--- src/rtl/mem_access_ctrl.sv ---
// Single-port data memory access controller: loads, full stores and
// byte-masked stores. Partial stores read the word first and write back the merge.
module mem_access_ctrl #(
  parameter int DATA_WIDTH = 16,
  parameter int MEM_WIDTH  = 8
) (
  input  logic                    clk,
  input  logic                    rst_n,
  input  logic                    req_valid,
  output logic                    req_ready,
  input  logic                    req_we,
  input  logic [DATA_WIDTH/8-1:0] req_be,
  input  logic [MEM_WIDTH-1:0]    req_addr,
  input  logic [DATA_WIDTH-1:0]   req_wdata,
  output logic                    rsp_valid,
  input  logic                    rsp_ready,
  output logic [DATA_WIDTH-1:0]   rsp_rdata,
  output logic                    mem_we,
  output logic [MEM_WIDTH-1:0]    mem_addr,
  output logic [DATA_WIDTH-1:0]   mem_din,
  input  logic [DATA_WIDTH-1:0]   mem_dout
);

  localparam int BE_W = DATA_WIDTH / 8;

  typedef enum logic [2:0] {IDLE, RD, CAP, WR, RESP} state_t;

  state_t                r_state, w_state_nxt;
  logic                  r_we, w_we_nxt;
  logic [DATA_WIDTH-1:0] r_wdata, w_wdata_nxt;
  logic [BE_W-1:0]       r_be, w_be_nxt;
  logic                  r_req_ready;
  logic                  r_rsp_valid, w_rsp_valid_nxt;
  logic [DATA_WIDTH-1:0] r_rsp_rdata, w_rsp_rdata_nxt;
  logic                  r_mem_we, w_mem_we_nxt;
  logic [MEM_WIDTH-1:0]  r_mem_addr, w_mem_addr_nxt;
  logic [DATA_WIDTH-1:0] r_mem_din, w_mem_din_nxt;
  logic [DATA_WIDTH-1:0] w_merged;

  always_comb begin
    w_merged = '0;
    for (int unsigned i = 0; i < BE_W; i++) begin
      w_merged[8*i +: 8] = r_be[i] ? r_wdata[8*i +: 8] : mem_dout[8*i +: 8];
    end
  end

  always_ff @(posedge clk or negedge rst_n) begin
    if (!rst_n) r_state <= IDLE;
    else        r_state <= w_state_nxt;
  end

  always_comb begin
    w_state_nxt     = r_state;
    w_we_nxt        = r_we;
    w_be_nxt        = r_be;
    w_wdata_nxt     = r_wdata;
    w_rsp_valid_nxt = r_rsp_valid;
    w_rsp_rdata_nxt = r_rsp_rdata;
    w_mem_we_nxt    = 1'b0;
    w_mem_addr_nxt  = r_mem_addr;
    w_mem_din_nxt   = r_mem_din;
    case (r_state)
      IDLE: begin
        if (r_req_ready && req_valid) begin
          w_we_nxt    = req_we;
          w_be_nxt    = req_be;
          w_wdata_nxt = req_wdata;
          if (!req_we) begin
            w_state_nxt    = RD;
            w_mem_addr_nxt = req_addr;
          end else if (&req_be) begin
            w_state_nxt    = WR;
            w_mem_we_nxt   = 1'b1;
            w_mem_addr_nxt = req_addr;
            w_mem_din_nxt  = req_wdata;
          end else if (req_be == '0) begin
            // Empty mask: pass through WR without a write, reporting zero
            w_state_nxt = WR;
            w_wdata_nxt = '0;
          end else begin
            w_state_nxt    = RD;
            w_mem_addr_nxt = req_addr;
          end
        end
      end
      RD: w_state_nxt = CAP;
      CAP: begin
        if (r_we) begin
          w_state_nxt   = WR;
          w_mem_we_nxt  = 1'b1;
          w_mem_din_nxt = w_merged;
          w_wdata_nxt   = w_merged;
        end else begin
          w_state_nxt     = RESP;
          w_rsp_valid_nxt = 1'b1;
          w_rsp_rdata_nxt = mem_dout;
        end
      end
      WR: begin
        w_state_nxt     = RESP;
        w_rsp_valid_nxt = 1'b1;
        w_rsp_rdata_nxt = r_wdata;
      end
      RESP: begin
        if (rsp_ready) begin
          w_state_nxt     = IDLE;
          w_rsp_valid_nxt = 1'b0;
        end
      end
      default: w_state_nxt = IDLE;
    endcase
  end

  always_ff @(posedge clk or negedge rst_n) begin
    if (!rst_n) begin
      r_we        <= 1'b0;
      r_be        <= '0;
      r_wdata     <= '0;
      r_req_ready <= 1'b0;
      r_rsp_valid <= 1'b0;
      r_rsp_rdata <= '0;
      r_mem_we    <= 1'b0;
      r_mem_addr  <= '0;
      r_mem_din   <= '0;
    end else begin
      r_we        <= w_we_nxt;
      r_be        <= w_be_nxt;
      r_wdata     <= w_wdata_nxt;
      r_req_ready <= (w_state_nxt == IDLE);
      r_rsp_valid <= w_rsp_valid_nxt;
      r_rsp_rdata <= w_rsp_rdata_nxt;
      r_mem_we    <= w_mem_we_nxt;
      r_mem_addr  <= w_mem_addr_nxt;
      r_mem_din   <= w_mem_din_nxt;
    end
  end

  assign req_ready = r_req_ready;
  assign rsp_valid = r_rsp_valid;
  assign rsp_rdata = r_rsp_rdata;
  assign mem_we    = r_mem_we;
  assign mem_addr  = r_mem_addr;
  assign mem_din   = r_mem_din;

endmodule

--- config.mk ---
export PLATFORM = sky130hd
export DESIGN_NAME = mem_access_ctrl
export DESIGN_NICKNAME = d
export VERILOG_FILES = /design/src/rtl/mem_access_ctrl.sv
export SDC_FILE = /design/constraint.sdc
export NUM_CORES = 1
export LEC_CHECK = 0
export ABC_AREA = 1
export BUFFER_PORTS_ARGS = -buffer_cell sky130_fd_sc_hd__buf_2
export CORE_ASPECT_RATIO = 0.9
export CORE_UTILIZATION = 35
export DETAILED_ROUTE_END_ITERATION = 12
export GPL_TIMING_DRIVEN = 0
export PLACE_DENSITY = 0.61
export SYNTH_ARGS = -nofsm -noshare
export SYNTH_HDL_FRONTEND = slang
export SYNTH_SLANG_ARGS = --single-unit
--- constraint.sdc ---
create_clock -name clk -period 1.1 [get_ports clk]
set_input_delay 0.11 -clock clk [delete_from_list [all_inputs] [get_ports clk]]
set_output_delay 0.11 -clock clk [all_outputs]
set_load 0.03 [all_outputs]
==> qor.csv <==
stage;metric;value;unit
run;max-cap viol count;0;
synthesis;Synth Register Bits;65;
drt;First-pass DRT Iterations;4;
setup_path;worst path cell trace;inv_4 -> nand2_4 -> nor2_4 -> buf_12 -> nand2_8 -> nand2_8 -> clkbuf_16 -> nand2_2 -> o21ai_1;
sta;Slew @ Worst Pin;0.6097;ns
global_routing;initial antenna violation count;0;
sta;Worst slew margin;0.5936;
setup_path;crit-path max FO;7;
setup_path;Buf+Inv Stages, Crit Path;3;
synthesis;top post-synthesis cells by area;dfrtp_1 (47%), nand2_1 (24%), o21ai_0 (6.3%), nand3_1 (5.4%), inv_1 (4.3%);
setup_path;Crit path top cell by count;nand2_8;
finish;area grow syn2layout;55.39;%
status;status;complete, but fails checks;
sta;crit share post-route;1.291;
sta;Hold Vio Cnt, Final;0;
placed_design;gp weighted congestion;0.8282;
setup_path;Worst Path Arrival;1.70;ns
sta;count of final setup violators;65;
global_routing;largest net degree at the start of global routing;66;
sta;Hold WS;0.04988;ns
clocking;later-pin clock latency in the skew report;0.34;ns
floorplanning;die area;10180;um^2
drt;Vias per Instance;4.995;
floorplanning;Die Y;95.84;um
placed_design;Placed Cells incl. Taps;681;
placed_design;DPL Wire Length;7105;um
drt;initial drt markers;140;
clocking;Root Driver;clkbuf_8;
synthesis;top cell type by total area after synthesis;dfrtp_1;
power_and_ir_drop;Leakage Power;2.954;nW
placed_design;DP Area;4080;um^2
floorplanning;Die W;106.3;um
synthesis;Post-Syn Area;3425;um^2
sta;Sum Neg Setup Slack;-16.68;ns
worst_hold_path;hold crit path type;in2reg;
drt;ANT nets after route;0;
finish;FF/Latch Area;1630;um^2
power_and_ir_drop;pwr dens;2818;nW/um^2
finish;# diodes;0;
sta;Pins Over Slew Limit;0;
drt;vias;3666;
sta;unrepaired setup endpoints after global routing;yes;
drt;Post-route DRC;0;
global_routing;number of global-route vias before repair;3594;
finish;Total Nets Final;656;
drt;Wirelength per Cell;15.14;um
synthesis;YS warnings;0;
clocking;clock transition at the registers of the reported paths;0.08;ns
synthesis;Cells after Synth;470;
sta;fin worst setup slack;-0.3206;ns
finish;fraction of layout cells with a size suffix above 1;0.4542;
finish;area of the multi-input gates;1959;um^2
clocking;CTS tree;built;
synthesis;unique cell type count in the Yosys netlist;20;
setup_path;Worst path max stage delay;0.45;ns
sta;Fmax;703.9;MHz
setup_path;slowest library cell on the worst path;dfrtp_2;
finish;final cell count without fillers;734;
power_and_ir_drop;VDD IR max;1471;uV
synthesis;syn nets;519;
global_routing;final global-route overflow total;0;
finish;post-route cell area;5321;um^2
setup_path;startpoint types;register;
sta;clock skew;0.007474;ns
drt;drt total wl;11120;um
floorplanning;core footprint;9290;um^2
finish;Fillers;817;
global_routing;first-pass GRT wire length;16980;um
clocking;Max clock buf depth;2;
setup_path;CP top delay family;flip-flops;
floorplanning;starting density of the core;0.3686;
clocking;H-tree depth;3;
setup_path;crit end category;register;
setup_path;Critical Path RT;1.37;ns
synthesis;post-synthesis sequential area ratio;0.4750;
sta;Tmin final;1.421;ns
placed_design;port bufs;89;
setup_path;Crit Path Class;reg2reg;
floorplanning;I/O pin count;90;
clocking;total CTS buffers;9;
clocking;CTS Sinks;65;
floorplanning;row cnt;33;
synthesis;Synth Area per Inst;7.286;um^2
placed_design;Post-Place Worst Slack;-0.4862;ns
synthesis;post-synth top area share;0.4750;
global_routing;All-Layer GR Usage;0.2175;
status;failing checks;negative setup slack;
-- layout make-up --
type / count / share of cell area
multi-input cells: 339 / 0.3682
flip-flops and latches: 65 / 0.3064
repair buffers: 125 / 0.1686
plain buffers: 22 / 0.04726
inverters: 44 / 0.03621
well taps: 122 / 0.02869
clock buffers: 11 / 0.02845
clock inverters: 5 / 0.01458
repair inverters: 1 / 0.001646
-- layout by cell type, fill, tap and decap left out, types with 3 or more instances in the layout --
cell           count
nand3_2           12
nand3_1           25
dfrtp_1           62
o21ai_1           23
inv_1             37
nor2_1             6
clkbuf_8          12
buf_6             14
buf_2             90
clkbuf_16          3
dfrtp_2            3
buf_8              5
nand2_4           22
nand2_8            4
nor2_4             3
nand2_1          139
o21ai_0           27
o21ai_2            8
buf_4             15
nand2_2           61
dlygate4sd3_1      9
inv_2              3
buf_12             5
-- cells by family after synthesis --
kind of cell               count (synthesis)  share of synthesized area
buffers and inverters                     66                    0.08915
and+or+nand+nor                          277                     0.3409
adders and majority gates                  2                   0.007306
DFF                                       65                     0.4750
AOI/OAI and AO/OA                         60                    0.08769
-- stage by stage --
stage               utilization  power, mW
finish                   0.5728      15.00
global placement         0.4389      10.05
detailed placement       0.4392      10.15
CTS                      0.5208      13.74
floorplan                     -      8.371
global route             0.5728      15.95
-- where the power goes --
group	internal, mW	switching [mW]
clock	1.39	0.985
sequential	3.48	0.634
combinational	3.21	5.29
total	8.08	6.91
-- path summary, 6_finish.rpt --
| kind | start | endpoint | slack [ns] | depth (start not counted) |
|---|---|---|---|---|
| setup / recovery | r_state[2] | r_wdata[8] | -0.32 | 9 |
| hold / removal | req_be[0] | r_be[0] | 0.05 | 3 |
| setup reg to reg | r_state[2] | r_wdata[8] | -0.32 | 9 |
| hold reg to reg | rsp_rdata[4] | rsp_rdata[4] | 0.47 | 2 |
| max in group asynchronous | rst_n | r_state[0] | 0.32 | 2 |
| min in group asynchronous | rst_n | rsp_rdata[6] | 0.33 | 2 |
-- per-layer routing --
metal  global-route usage  up-vias  wire length, um
li1                     -     1744                -
met1               0.2777     1792             4861
met2               0.3593      117             5389
met3              0.06026       13              704
met4              0.06829        0              161
met5                    0        -                0
-- state kept, by name (all words and copies together) (netlist names) --
name       cells
mem_addr       8
r_wdata       16
r_state        3
rsp_rdata     16
mem_din       16
req_ready      1
r_we           1
r_be           2
rsp_valid      1
mem_we         1
-- worst min-delay path: stages --
cell and delay [ns]:
buf_2 0.11, inv_1 0.08, o21ai_1 0.07
-- Yosys cell counts --
| library cell | n |
|---|---|
| nor2_4 | 3 |
| nand3_1 | 37 |
| nor3_1 | 1 |
| nand3b_1 | 2 |
| o21ai_1 | 16 |
| dfrtp_1 | 65 |
| o21ai_0 | 43 |
| clkbuf_1 | 4 |
| ha_1 | 2 |
| nand3_2 | 2 |
| inv_2 | 5 |
| buf_4 | 4 |
| nand2_4 | 4 |
| buf_2 | 10 |
| nand2_1 | 219 |
| buf_6 | 4 |
| inv_1 | 39 |
| nand2_2 | 3 |
| nor2_1 | 6 |
| a21oi_1 | 1 |
-- timing repair --
item                       in CTS  in global routing
hold buffers                    9                  0
setup buffers                  14                  6
gates cloned                    4                  4
gates resized for setup        81                107
pin swaps                      18                 41
setup endpoints to repair      65                123
hold endpoints to repair       73                  0
No activity file was read; power rests on OpenSTA's default activity.
